==> config.mk <==
export PLATFORM = sky130hd
export DESIGN_NAME = mul16_seq_ctrl_flat
export DESIGN_NICKNAME = d
export VERILOG_FILES = /design/src/rtl/mul16_seq_ctrl_if.sv /design/src/rtl/mul16_seq_ctrl.sv /design/src/flat_wrapper.sv
export SDC_FILE = /design/constraint.sdc
export NUM_CORES = 1
export LEC_CHECK = 0
export ABC_CLOCK_PERIOD_IN_PS = 2600
export BUFFER_PORTS_ARGS = -buffer_cell sky130_fd_sc_hd__buf_2
export CAP_MARGIN = 40
export CORE_MARGIN = 1.5
export CORE_UTILIZATION = 51
export DETAILED_ROUTE_END_ITERATION = 10
export PLACE_DENSITY_LB_ADDON = 0.1
export RECOVER_POWER = 50
export SYNTH_ARGS = -nofsm -noshare
export SYNTH_HDL_FRONTEND = slang
export SYNTH_SLANG_ARGS = --single-unit
export TNS_END_PERCENT = 5
==> constraint.sdc <==
create_clock -name clk -period 2.6 [get_ports clk]
set_input_delay 0.13 -clock clk [delete_from_list [all_inputs] [get_ports clk]]
set_output_delay 0.13 -clock clk [all_outputs]
set_load 0.01 [all_outputs]
==> src/rtl/mul16_seq_ctrl_if.sv <==
// Request/response and shared 8x8 core signals of mul16_seq_ctrl.
// The sequencer takes the slave view; the requester/core side takes the master view.
interface mul16_seq_ctrl_if;
    logic        start;
    logic        mode;
    logic [15:0] a;
    logic [15:0] b;
    logic [7:0]  mul_x;
    logic [7:0]  mul_y;
    logic        mul_sel;
    logic [15:0] mul_p;
    logic        busy;
    logic        done;
    logic [31:0] c;

    modport slave (
        input  start, mode, a, b, mul_p,
        output mul_x, mul_y, mul_sel, busy, done, c
    );

    modport master (
        output start, mode, a, b, mul_p,
        input  mul_x, mul_y, mul_sel, busy, done, c
    );
endinterface

==> src/rtl/mul16_seq_ctrl.sv <==
// 16x16 unsigned multiply sequenced over one shared 8x8 core: exact (four partial
// products) or error-tolerant (exact high bytes, approximate low bytes, no carry).
module mul16_seq_ctrl (
    input  logic                    clk,
    input  logic                    rst,
    mul16_seq_ctrl_if.slave         bus_io
);

    typedef enum logic [2:0] {
        StIdle,
        StLl,
        StLh,
        StHl,
        StHh,
        StDone
    } state_e;

    state_e      state_q, state_d;
    logic [15:0] a_q, a_d;
    logic [15:0] b_q, b_d;
    logic        mode_q, mode_d;
    logic [31:0] acc_q, acc_d;
    logic [31:0] c_q, c_d;

    logic [7:0]  mul_x;
    logic [7:0]  mul_y;
    logic        mul_sel;
    logic        busy;
    logic        done;
    logic [31:0] prod_ext;

    assign prod_ext = {16'h0000, bus_io.mul_p};

    always_ff @(posedge clk) begin
        if (rst) begin
            state_q <= StIdle;
            a_q     <= '0;
            b_q     <= '0;
            mode_q  <= 1'b0;
            acc_q   <= '0;
            c_q     <= '0;
        end else begin
            state_q <= state_d;
            a_q     <= a_d;
            b_q     <= b_d;
            mode_q  <= mode_d;
            acc_q   <= acc_d;
            c_q     <= c_d;
        end
    end

    always_comb begin
        state_d = state_q;
        a_d     = a_q;
        b_d     = b_q;
        mode_d  = mode_q;
        acc_d   = acc_q;
        c_d     = c_q;
        mul_x   = '0;
        mul_y   = '0;
        mul_sel = 1'b0;
        busy    = 1'b0;
        done    = 1'b0;

        unique case (state_q)
            // DONE accepts a new request exactly like IDLE for back-to-back use.
            StIdle, StDone: begin
                done = (state_q == StDone);
                if (bus_io.start) begin
                    a_d    = bus_io.a;
                    b_d    = bus_io.b;
                    mode_d = bus_io.mode;
                    if ((bus_io.a == 16'h0000) || (bus_io.b == 16'h0000)) begin
                        c_d     = '0;
                        state_d = StDone;
                    end else begin
                        acc_d   = '0;
                        state_d = StLl;
                    end
                end else begin
                    state_d = StIdle;
                end
            end

            StLl: begin
                busy    = 1'b1;
                mul_x   = a_q[7:0];
                mul_y   = b_q[7:0];
                mul_sel = mode_q;
                if (mode_q) begin
                    acc_d[15:0] = bus_io.mul_p;
                    state_d     = StHh;
                end else begin
                    acc_d   = prod_ext;
                    state_d = StLh;
                end
            end

            StLh: begin
                busy    = 1'b1;
                mul_x   = a_q[7:0];
                mul_y   = b_q[15:8];
                acc_d   = acc_q + (prod_ext << 8);
                state_d = StHl;
            end

            StHl: begin
                busy    = 1'b1;
                mul_x   = a_q[15:8];
                mul_y   = b_q[7:0];
                acc_d   = acc_q + (prod_ext << 8);
                state_d = StHh;
            end

            StHh: begin
                busy  = 1'b1;
                mul_x = a_q[15:8];
                mul_y = b_q[15:8];
                if (mode_q) begin
                    c_d = {bus_io.mul_p, acc_q[15:0]};
                end else begin
                    c_d = acc_q + (prod_ext << 16);
                end
                state_d = StDone;
            end

            default: state_d = StIdle;
        endcase
    end

    assign bus_io.mul_x   = mul_x;
    assign bus_io.mul_y   = mul_y;
    assign bus_io.mul_sel = mul_sel;
    assign bus_io.busy    = busy;
    assign bus_io.done    = done;
    assign bus_io.c       = c_q;

endmodule

==> src/flat_wrapper.sv <==
// flat-port wrapper written by rule: the top's interface ports become plain ports
module mul16_seq_ctrl_flat 
  (clk, rst, bus_io_start, bus_io_mode, bus_io_a, bus_io_b, bus_io_mul_p, bus_io_mul_x, bus_io_mul_y, bus_io_mul_sel, bus_io_busy, bus_io_done, bus_io_c);
  mul16_seq_ctrl_if bus_io_i ();
  input  logic clk;
  input  logic rst;
  input wire logic [$bits(bus_io_i.start)-1:0] bus_io_start;
  input wire logic [$bits(bus_io_i.mode)-1:0] bus_io_mode;
  input wire logic [$bits(bus_io_i.a)-1:0] bus_io_a;
  input wire logic [$bits(bus_io_i.b)-1:0] bus_io_b;
  input wire logic [$bits(bus_io_i.mul_p)-1:0] bus_io_mul_p;
  output wire logic [$bits(bus_io_i.mul_x)-1:0] bus_io_mul_x;
  output wire logic [$bits(bus_io_i.mul_y)-1:0] bus_io_mul_y;
  output wire logic [$bits(bus_io_i.mul_sel)-1:0] bus_io_mul_sel;
  output wire logic [$bits(bus_io_i.busy)-1:0] bus_io_busy;
  output wire logic [$bits(bus_io_i.done)-1:0] bus_io_done;
  output wire logic [$bits(bus_io_i.c)-1:0] bus_io_c;
  assign bus_io_i.start = bus_io_start;
  assign bus_io_i.mode = bus_io_mode;
  assign bus_io_i.a = bus_io_a;
  assign bus_io_i.b = bus_io_b;
  assign bus_io_i.mul_p = bus_io_mul_p;
  assign bus_io_mul_x = bus_io_i.mul_x;
  assign bus_io_mul_y = bus_io_i.mul_y;
  assign bus_io_mul_sel = bus_io_i.mul_sel;
  assign bus_io_busy = bus_io_i.busy;
  assign bus_io_done = bus_io_i.done;
  assign bus_io_c = bus_io_i.c;
  mul16_seq_ctrl u_core (.clk(clk), .rst(rst), .bus_io(bus_io_i));
endmodule
Word-level counts from Yosys, hierarchy flattened --
Index checks and enable logic that the tools add are counted.
Word-level totals: output and inout port bits 51, input bits 52, logic and storage cells 52, register bits after elaboration 100
Cells by class: reduce and logical (&&, ||, !) cells 17, equality and inequality tests 9, add/sub/neg operators 2, multiplexer cells 17
Operator list (count):
- $mux W32 | 5
- $pmux W32 S3 | 1
- $pmux W32 S2 | 1
- $add A32 B24 Y32 | 1
- $add A32 B32 Y32 | 1
- $logic_not A16 Y1 | 2
- $pmux W8 S2 | 2
- $mux W16 | 1
- $pmux W3 S5 | 1
- $reduce_or A2 Y1 | 6
- $mux W3 | 3
- $eq A3 B2 Y1 const B | 2
- $eq A3 B3 Y1 const B | 2
- $ne A2 B2 Y1 const B | 3
- $reduce_and A3 Y1 | 2
- $reduce_and A4 Y1 | 1
- $reduce_or A4 Y1 | 1
- $eq A3 B1 Y1 const B | 1
- $logic_not A3 Y1 | 1
- $mux W1 | 3
- $reduce_bool A3 Y1 | 1
- $ne A2 B1 Y1 const B | 1
- $reduce_and A2 Y1 | 1
- $reduce_bool A2 Y1 | 1
- $logic_or A1 B1 Y1 | 1

Logic depth before layout (Yosys ltp) --
Gate-level depths: netlist of the first run.
depth after elaboration 5, mapped depth 10

Least setup slack after synthesis of the first run --
Ideal clock, no wire load.
kind register to register, from register u_core.acc_q[8], to register u_core.acc_q[28], clock period less this slack 2.442 ns, path buffers 0, arrival time 2.317 ns, required time 2.475 ns, path slack 0.158 ns, stages on the path, launching flop included 10, cell sequence dfxtp_1 ha_1 fa_1 a21oi_1 o22ai_1 o21ai_0 o21ai_0 o41ai_2 nor3b_1 mux2i_1
Between the ends: cells in the longest elaborated chain, start to end 2
RTL lines:
- start, declared | RTL line mul16_seq_ctrl.sv:22 | logic [31:0] acc_q, acc_d;
- start signal, assigned | RTL line mul16_seq_ctrl.sv:40 | acc_q <= '0;
- start signal, assigned | RTL line mul16_seq_ctrl.sv:47 | acc_q <= acc_d;
- $add A32 B24 Y32 | RTL line mul16_seq_ctrl.sv:103, mul16_seq_ctrl.sv:111
- $pmux W32 S3 | RTL line mul16_seq_ctrl.sv:65 | unique case (state_q)
No other way between the ends. A chain may end at the register's enable or synchronous reset.

Worst setup path after layout of the first run --
from register u_core.acc_q[18], to register u_core.c_q[31], in the netlist u_core.bus_io.c[31]
Between the ends: cells in the longest elaborated chain, start to end 3
RTL lines:
- $add A32 B32 Y32 | RTL line mul16_seq_ctrl.sv:122 | c_d = acc_q + (prod_ext << 16);
- $mux W32 | RTL line mul16_seq_ctrl.sv:119 | if (mode_q) begin
- $pmux W32 S2 | RTL line mul16_seq_ctrl.sv:65
- end signal, assigned | RTL line mul16_seq_ctrl.sv:41 | c_q <= '0;
- end signal, assigned | RTL line mul16_seq_ctrl.sv:48 | c_q <= c_d;
- end, declared | RTL line mul16_seq_ctrl.sv:23 | logic [31:0] c_q, c_d;
No other way between the ends.

==> impl_metrics.csv, run 1 <==
group,metric,value,unit
run_status,outcome,"completed",
setup_path,r2r_cells,9,
setup_path,crit_path_end_kind,"register",
sta,finalSetupTns,0,ns
clock_tree,clk_pin_slew,0.10,ns
pwr,p_leak,2.77,nW
setup_path,worstPathCellList,"ha_1 > a21oi_1 > a2111oi_2 > buf_4 > o21bai_1 > a211o_1 > a41oi_1 > xor2_1 > a22o_1",
route,post_drt_wl_per_cell,16.7,um
setup_path,cp_slowest_stage_delay,0.38,ns
synthesis,ys_seq_elements,100,
finish,area_growth_syn_to_layout,22.0,%
synthesis,synth_edf_count,0,
sta,slew_viol_final,0,
route,drtPass1Iterations,8,
floorplan,initial_core_util,53.0,%
setup_path,cp_top_family,"compound AO/OA/AOI/OAI gates",
worst_hold_path,hp-class,"in -> reg",
sta,grt_setup_unrepaired,"false",
setup_path,cp_data_required_time,2.86,ns
route,vias,5696,
setup_path,critPathLaunchType,"register",
worst_hold_path,min_from,"bus_io_b[4]",
placed_design,io_buffer_count,102,
synthesis,syn_nets,787,
setup_path,path_max_fanout,3,
synthesis,synthCells,702,
clock_tree,clock_sinks,100,
sta,skew,0.0143,ns
synthesis,synth_area_leaders,"dfxtp_1 36%, nand2_1 8.7%, a21oi_1 8.1%",
sta,period_needed,2.44,ns
finish,layout.nets,920,
clock_tree,cts-root-buf,"clkbuf_8",
clock_tree,worstSkewPairLatency,0.37,ns
synthesis,netlist_area,5520,um^2
pwr,powerDensity,587,nW/um^2
sta,holdWs,0.0197,ns
synthesis,synthArstFlopShare,0,%
worst_hold_path,hold_path_end,"u_core.b_q[4]$_SDFFE_PP0P_",
placed_design,gp_congestion,0.937,
finish,drive_gt1_share,15.2,%
setup_path,r2r-start,"u_core.acc_q[18]$_SDFFE_PP0P_",
grt,antenna_found_initial,0,
floorplan,die_y,107,um
synthesis,yosys_warnings,0,
synthesis,yosys_most_used_dff,"dfxtp_1",
flow_run,maxCapViolCount,0,
worst_hold_path,hold_depth,3,
floorplan,die-area,11500,um^2
sta,report.final.hold_viol_count,0,
floorplan,die_w,107,um
synthesis,synth_top_area_cell,"dfxtp_1",
finish,fillCellCount,956,
setup_path,path_depth,9,
sta,finalSetupViolations,0,
grt,grtUsageTotal,28.0,%
grt,grt_pass1_wl,25.5,mm
grt,grt_max_degree,45,
sta,tightestPinTransition,0.685,ns
clock_tree,h-tree-depth,3,
route,viasPerCell,5.84,
setup_path,reg2reg_slack,0.16,ns
route,drt-total-wl,16.3,mm
route,drt_iter0_drc,446,
finish,diodes,0,
floorplan,core_area,10400,um^2
grt,grt_pass1_vias,5072,
setup_path,crit_buf_inv,1,
grt,grt_overflow,0,
sta,slew_headroom,54.3,%
clock_tree,cts_buffer_depth,2,
finish,seq_area,2000,um^2
clock_tree,cts_buffers,9,
setup_path,r2r_end,"u_core.bus_io.c[31]$_SDFFE_PP0P_",
setup_path,critical_path_class,"reg -> reg",
setup_path,cpMaxStageDelayCell,"a2111oi_2",
synthesis,syn_avg_cell_area,7.87,um^2
sta,fmax,409,MHz
synthesis,yosysUniqueCellTypes,55,
placed_design,dp_hpwl,11.8,mm
setup_path,cp.arrival,2.71,ns
route,drc,0,
sta,period_share,94.0,%
finish,multiInputGateArea,3330,um^2
pwr,ir_drop,280,uV
floorplan,core.rowCount,37,
floorplan,boundaryPins,103,
synthesis,ys_seq_area_share,36.3,%
route,drtAntennaViolNets,0,
clock_tree,cts_tree,"yes",
synthesis,yosysTopAreaCellShare,36.3,%
-- area by class of cell --
type                    instances  share of cell area (%)
repair buffers                162                    14.5
flip-flops and latches        100                    29.7
clock buffers                   9                    1.84
well taps                     136                    2.53
inverters                      11                   0.613
multi-input cells             551                    49.4
clock inverters                 7                    1.32
-- how the worst max path moves through the flow --
stage / start / endpoint / slack (ns)
final: u_core.acc_q[18]$_SDFFE_PP0P_ / u_core.bus_io.c[31]$_SDFFE_PP0P_ / 0.16
after global routing: u_core.acc_q[8]$_SDFFE_PP0P_ / u_core.acc_q[30]$_SDFFE_PP0P_ / 0.01
after CTS: u_core.acc_q[18]$_SDFFE_PP0P_ / u_core.bus_io.c[31]$_SDFFE_PP0P_ / 0.07
after detailed placement: u_core.acc_q[18]$_SDFFE_PP0P_ / u_core.bus_io.c[31]$_SDFFE_PP0P_ / 0.07
after global placement: u_core.acc_q[18]$_SDFFE_PP0P_ / u_core.bus_io.c[31]$_SDFFE_PP0P_ / 0.12
after floorplan: u_core.acc_q[8]$_SDFFE_PP0P_ / u_core.acc_q[28]$_SDFFE_PP0P_ / 0.16
-- synthesized netlist by cell type (3+ instances only) --
| library cell | number |
|---|---|
| nor2b_1 | 5 |
| a21oi_1 | 89 |
| or4_1 | 3 |
| a31oi_1 | 13 |
| a21o_1 | 12 |
| nand3b_1 | 3 |
| xnor2_1 | 18 |
| mux2i_1 | 3 |
| o21ai_0 | 28 |
| or2_2 | 3 |
| a222oi_1 | 7 |
| nand2_1 | 128 |
| nand2b_1 | 9 |
| nor2_1 | 39 |
| nor3_1 | 8 |
| nor4_1 | 9 |
| nand4_1 | 4 |
| a22oi_1 | 12 |
| inv_1 | 11 |
| nand3_1 | 39 |
| ha_1 | 31 |
| clkbuf_1 | 35 |
| or3_1 | 11 |
| a211oi_1 | 5 |
| xor2_1 | 8 |
| and3_1 | 3 |
| a22o_1 | 23 |
| o21bai_1 | 5 |
| dfxtp_1 | 100 |
| o211ai_1 | 4 |
| o21a_1 | 3 |
-- kinds of logic after synthesis --
kind of cell	count (synthesis)	synth area share, %
muxes	3	0.544
DFF	100	36.3
adders and majority gates	33	7.75
buffers and inverters	51	3.58
and+or+nand+nor	272	22.6
xor gates and xnor gates	26	4.12
AOI/OAI and AO/OA	217	25.1
-- metrics by stage --
step	util, %	total power [mW]	worst slack [ns]	cells	instance area [um^2]
2_1_floorplan	-	2.50	0.158	702	5520
3_3_place_gp	60.5	2.85	0.117	934	6300
3_5_place_dp	60.5	2.88	0.0731	934	6300
4_1_cts	65.0	3.97	0.0673	975	6770
5_1_grt	64.6	4.18	0.0118	976	6730
6_report	64.6	3.95	0.155	976	6730
-- per-layer routing --
layer  global-route usage [%]  share of wire [%]  vias to the layer above
met3                     4.19                5.8                       20
met4                     8.86                1.8                        0
li1                         -                  -                     2814
met2                     44.5                 46                      199
met5                        0                  0                        -
met1                     39.0                 46                     2663
-- worst min-delay path, stage by stage --
cell	delay (ns)
buf_2	0.11
nand2_1	0.05
a21oi_1	0.05
-- cells in the final DEF, fill, tap and decap left out, drive strengths merged, types with 9 or more instances in the layout --
| master | netlist | routed |
|---|---|---|
| a21o | 12 | 12 |
| a21oi | 89 | 89 |
| a22o | 23 | 23 |
| a22oi | 12 | 12 |
| a31oi | 13 | 13 |
| buf | 5 | 101 |
| clkbuf | 35 | 44 |
| dfxtp | 100 | 100 |
| dlygate4sd3 | 0 | 26 |
| ha | 31 | 31 |
| inv | 11 | 15 |
| nand2 | 128 | 128 |
| nand2b | 10 | 10 |
| nand3 | 40 | 40 |
| nor2 | 39 | 39 |
| nor4 | 9 | 9 |
| o21ai | 29 | 29 |
| or3 | 11 | 11 |
| xnor2 | 18 | 18 |
-- power breakdown --
group / leakage (nW) / switching, mW / internal [mW] / total, mW
registers: 0.814 / 0.0852 / 1.65 / 1.74
clock network: 0.106 / 0.597 / 0.471 / 1.07
logic: 1.85 / 0.690 / 0.455 / 1.14
total: 2.77 / 1.37 / 2.58 / 3.95
-- flip-flops by register name, indices dropped and copies added, names as in the netlist --
name	flops
u_core.acc_q	32
u_core.bus_io.c	32
u_core.state_q	3
u_core.a_q	16
u_core.b_q	16
u_core.mode_q	1
-- what timing repair did --
| item | CTS | global route |
|---|---|---|
| hold buffers | 25 | 1 |
| endpoints found under the setup margin | 0 | 1 |
| hold endpoints to repair | 25 | 1 |
| gates resized for setup | 0 | 2 |
| buffers inserted | 0 | 0 |
Note: power is estimated with default switching activity, not from simulation.
==> inputs of run 2 (changes only) <==
Settings changed: ABC_AREA set to 1, CORE_UTILIZATION 51 to 52.
==> impl_metrics.csv, run 2 <==
group,metric,value,unit
run_status,outcome,"completed",
synthesis,ys_seq_elements,100,
synthesis,synth_area_leaders,"dfxtp_1 31%, nand2_1 17%, nor2_1 8.9%",
route,drc,0,
setup_path,crit_path_end_kind,"output port",
synthesis,ys_seq_area_share,31.4,%
grt,grtUsageTotal,27.7,%
synthesis,synth_top_family_by_area,"simple AND/OR/NAND/NOR gates",
setup_path,path_max_fanout,10,
setup_path,critical_path_class,"reg -> out",
setup_path,critPathLaunchType,"register",
clock_tree,cts_hold_buffers,0,
finish,drive_gt1_share,9.35,%
grt,grt_pass1_wl,28.4,mm
sta,grt_setup_unrepaired,"false",
finish,final_cell_mix,"295 x nand2_1, 152 x nor2_1, 117 x inv_1, 100 x dfxtp_1, 87 x a21oi_1",
floorplan,boundaryPins,103,
finish,fin_util,60.1,%
route,drt-total-wl,17.7,mm
synthesis,synth_fa_ha_area_share,6.72,%
placed_design,io_buffer_count,102,
clock_tree,h-tree-depth,3,
floorplan,die_y,114,um
flow_run,maxCapViolCount,0,
clock_tree,cts_buffers,9,
synthesis,yosys_warnings,0,
grt,grt_max_degree,65,
finish,mostFrequentLayoutCell,"nand2_1",
setup_path,reg2reg_slack,0.47,ns
route,drtPass1Iterations,5,
floorplan,initial_core_util,53.2,%
synthesis,synthXorXnorAreaFrac,0.688,%
clock_tree,cts_buffer_depth,2,
clock_tree,cts-root-buf,"clkbuf_16",
floorplan,die_w,114,um
setup_path,r2r_cells,9,
pwr,p_leak,3.52,nW
clock_tree,clock_sinks,100,
setup_path,cp.arrival,2.12,ns
clock_tree,clk_pin_slew,0.07,ns
sta,holdWs,0.0320,ns
sta,slew_viol_final,0,
clock_tree,cts_tree,"yes",
synthesis,syn_avg_cell_area,6.22,um^2
placed_design,gp_congestion,0.927,
route,viasPerCell,5.34,
synthesis,synthCells,1024,
placed_design,place_area,6950,um^2
synthesis,synth_top_area_cell,"dfxtp_1",
sta,finalSetupTns,0,ns
synthesis,syn_nets,1109,
floorplan,die-area,12900,um^2
route,vias,6727,
route,drt_iter0_drc,513,
synthesis,synthArstFlopShare,0,%
floorplan,core_area,12000,um^2
sta,report.final.hold_viol_count,0,
route,post_drt_wl_per_cell,14.1,um
synthesis,synth_compound_area_share,14.6,%
floorplan,core.rowCount,40,
sta,period_share,86.4,%
clock_tree,cts-resized-gates,0,
setup_path,cp_data_required_time,2.47,ns
synthesis,synthSimpleGateAreaFrac,37.3,%
worst_hold_path,hold_depth,3,
sta,skew,0.00709,ns
sta,tightestPinTransition,0.782,ns
sta,slew_headroom,47.8,%
synthesis,yosys_most_used_dff,"dfxtp_1",
sta,period_needed,2.25,ns
finish,stdcell_area,7190,um^2
finish,diodes,0,
finish,layout.nets,1193,
pwr,powerDensity,640,nW/um^2
clock_tree,worstSkewPairLatency,0.35,ns
grt,antenna_found_initial,0,
finish,area_growth_syn_to_layout,13.0,%
synthesis,synth.area.mux_share,0,%
synthesis,yosysUniqueCellTypes,37,
synthesis,synth_most_common_cell,"nand2_1",
synthesis,yosysTopAreaCellShare,31.4,%
pwr,ir_drop,449,uV
synthesis,synth_edf_count,0,
grt,grt_overflow,0,
route,drtAntennaViolNets,0,
grt,grt_pass1_vias,5964,
synthesis,ys_top_cells_by_count,"295 x nand2_1, 151 x nor2_1, 117 x inv_1, 100 x dfxtp_1, 87 x a21oi_1",
synthesis,netlist_area,6370,um^2
sta,fmax,445,MHz
clock_tree,cts_setup_buffers,0,
worst_hold_path,hp-class,"in -> reg",
placed_design,dp_hpwl,13.3,mm
sta,finalSetupViolations,0,
## run 2: cell count changes in the layout (fill, tap and decap cells not counted), sizes merged, moves of 11 or more
cell,before,now
nand3,40,86
inv,15,123
or3,11,0
a21o,12,0
xnor2,18,1
a22oi,12,0
o21ai,29,51
dlygate4sd3,26,0
nor2,39,154
nand2,128,300
buf,101,72
## run 2: kinds of logic (layout without fill, tap and decap cells)
group,Yosys count,in the layout
buf+inv,153,241
flops,100,100
compound gates,166,166
simple gates,567,567
fa+ha+maj,33,33
xor+xnor,5,5
## run 2: worst paths after layout
| path | to | from |
|---|---|---|
| setup reg to reg | u_core.acc_q[0]$_SDFFE_PP0P_ | u_core.state_q[0]$_SDFF_PP0_ |
| hold / removal | u_core.b_q[10]$_SDFFE_PP0P_ | bus_io_b[10] |
| hold reg to reg | u_core.bus_io.c[7]$_SDFFE_PP0P_ | u_core.acc_q[7]$_SDFFE_PP0P_ |
| setup / recovery | bus_io_mul_y[3] | u_core.state_q[2]$_SDFF_PP0_ |
## run 2: per-stage QoR
| step | setup WS, ns | total power [mW] | std cells |
|---|---|---|---|
| final | 0.354 | 4.61 | 1259 |
| after global routing | 0.241 | 4.87 | 1259 |
| after CTS | 0.334 | 4.64 | 1259 |
| after detailed placement | 0.616 | 3.24 | 1244 |
| after global placement | 0.647 | 3.22 | 1244 |
| after floorplan | 0.790 | 2.84 | 1024 |
## run 2: worst max-delay path, cell delays in order, from the launching register on
cell,delay [ns]
dfxtp_1,0.33
inv_2,0.10
nand3_1,0.38
o21ai_1,0.55
a22o_1,0.27
buf_2,0.13
## run 2: final cells by class
| cell class | count | area [um^2] |
|---|---|---|
| clock buffers | 9 | 225 |
| flip-flops and latches | 100 | 2000 |
| repair buffers | 106 | 497 |
| inverters | 120 | 453 |
| fillers | 1224 | 4770 |
| well taps | 147 | 184 |
| clock inverters | 6 | 78.8 |
| multi-input cells | 771 | 3750 |
## run 2: report_power, final
group / switching (mW) / leakage [nW] / internal [mW] / total, mW
logic: 0.947 / 2.55 / 0.448 / 1.39
registers: 0.111 / 0.816 / 1.69 / 1.81
clock network: 0.644 / 0.150 / 0.762 / 1.41
total: 1.70 / 3.52 / 2.90 / 4.61
## run 2: layer usage
layer	vias to the layer above	wire length, um	GRT usage [%]
met2	215	8240	46.8
met5	-	0	0
li1	3463	-	-
met3	28	1140	4.20
met4	0	387	9.42
met1	3021	7940	36.1
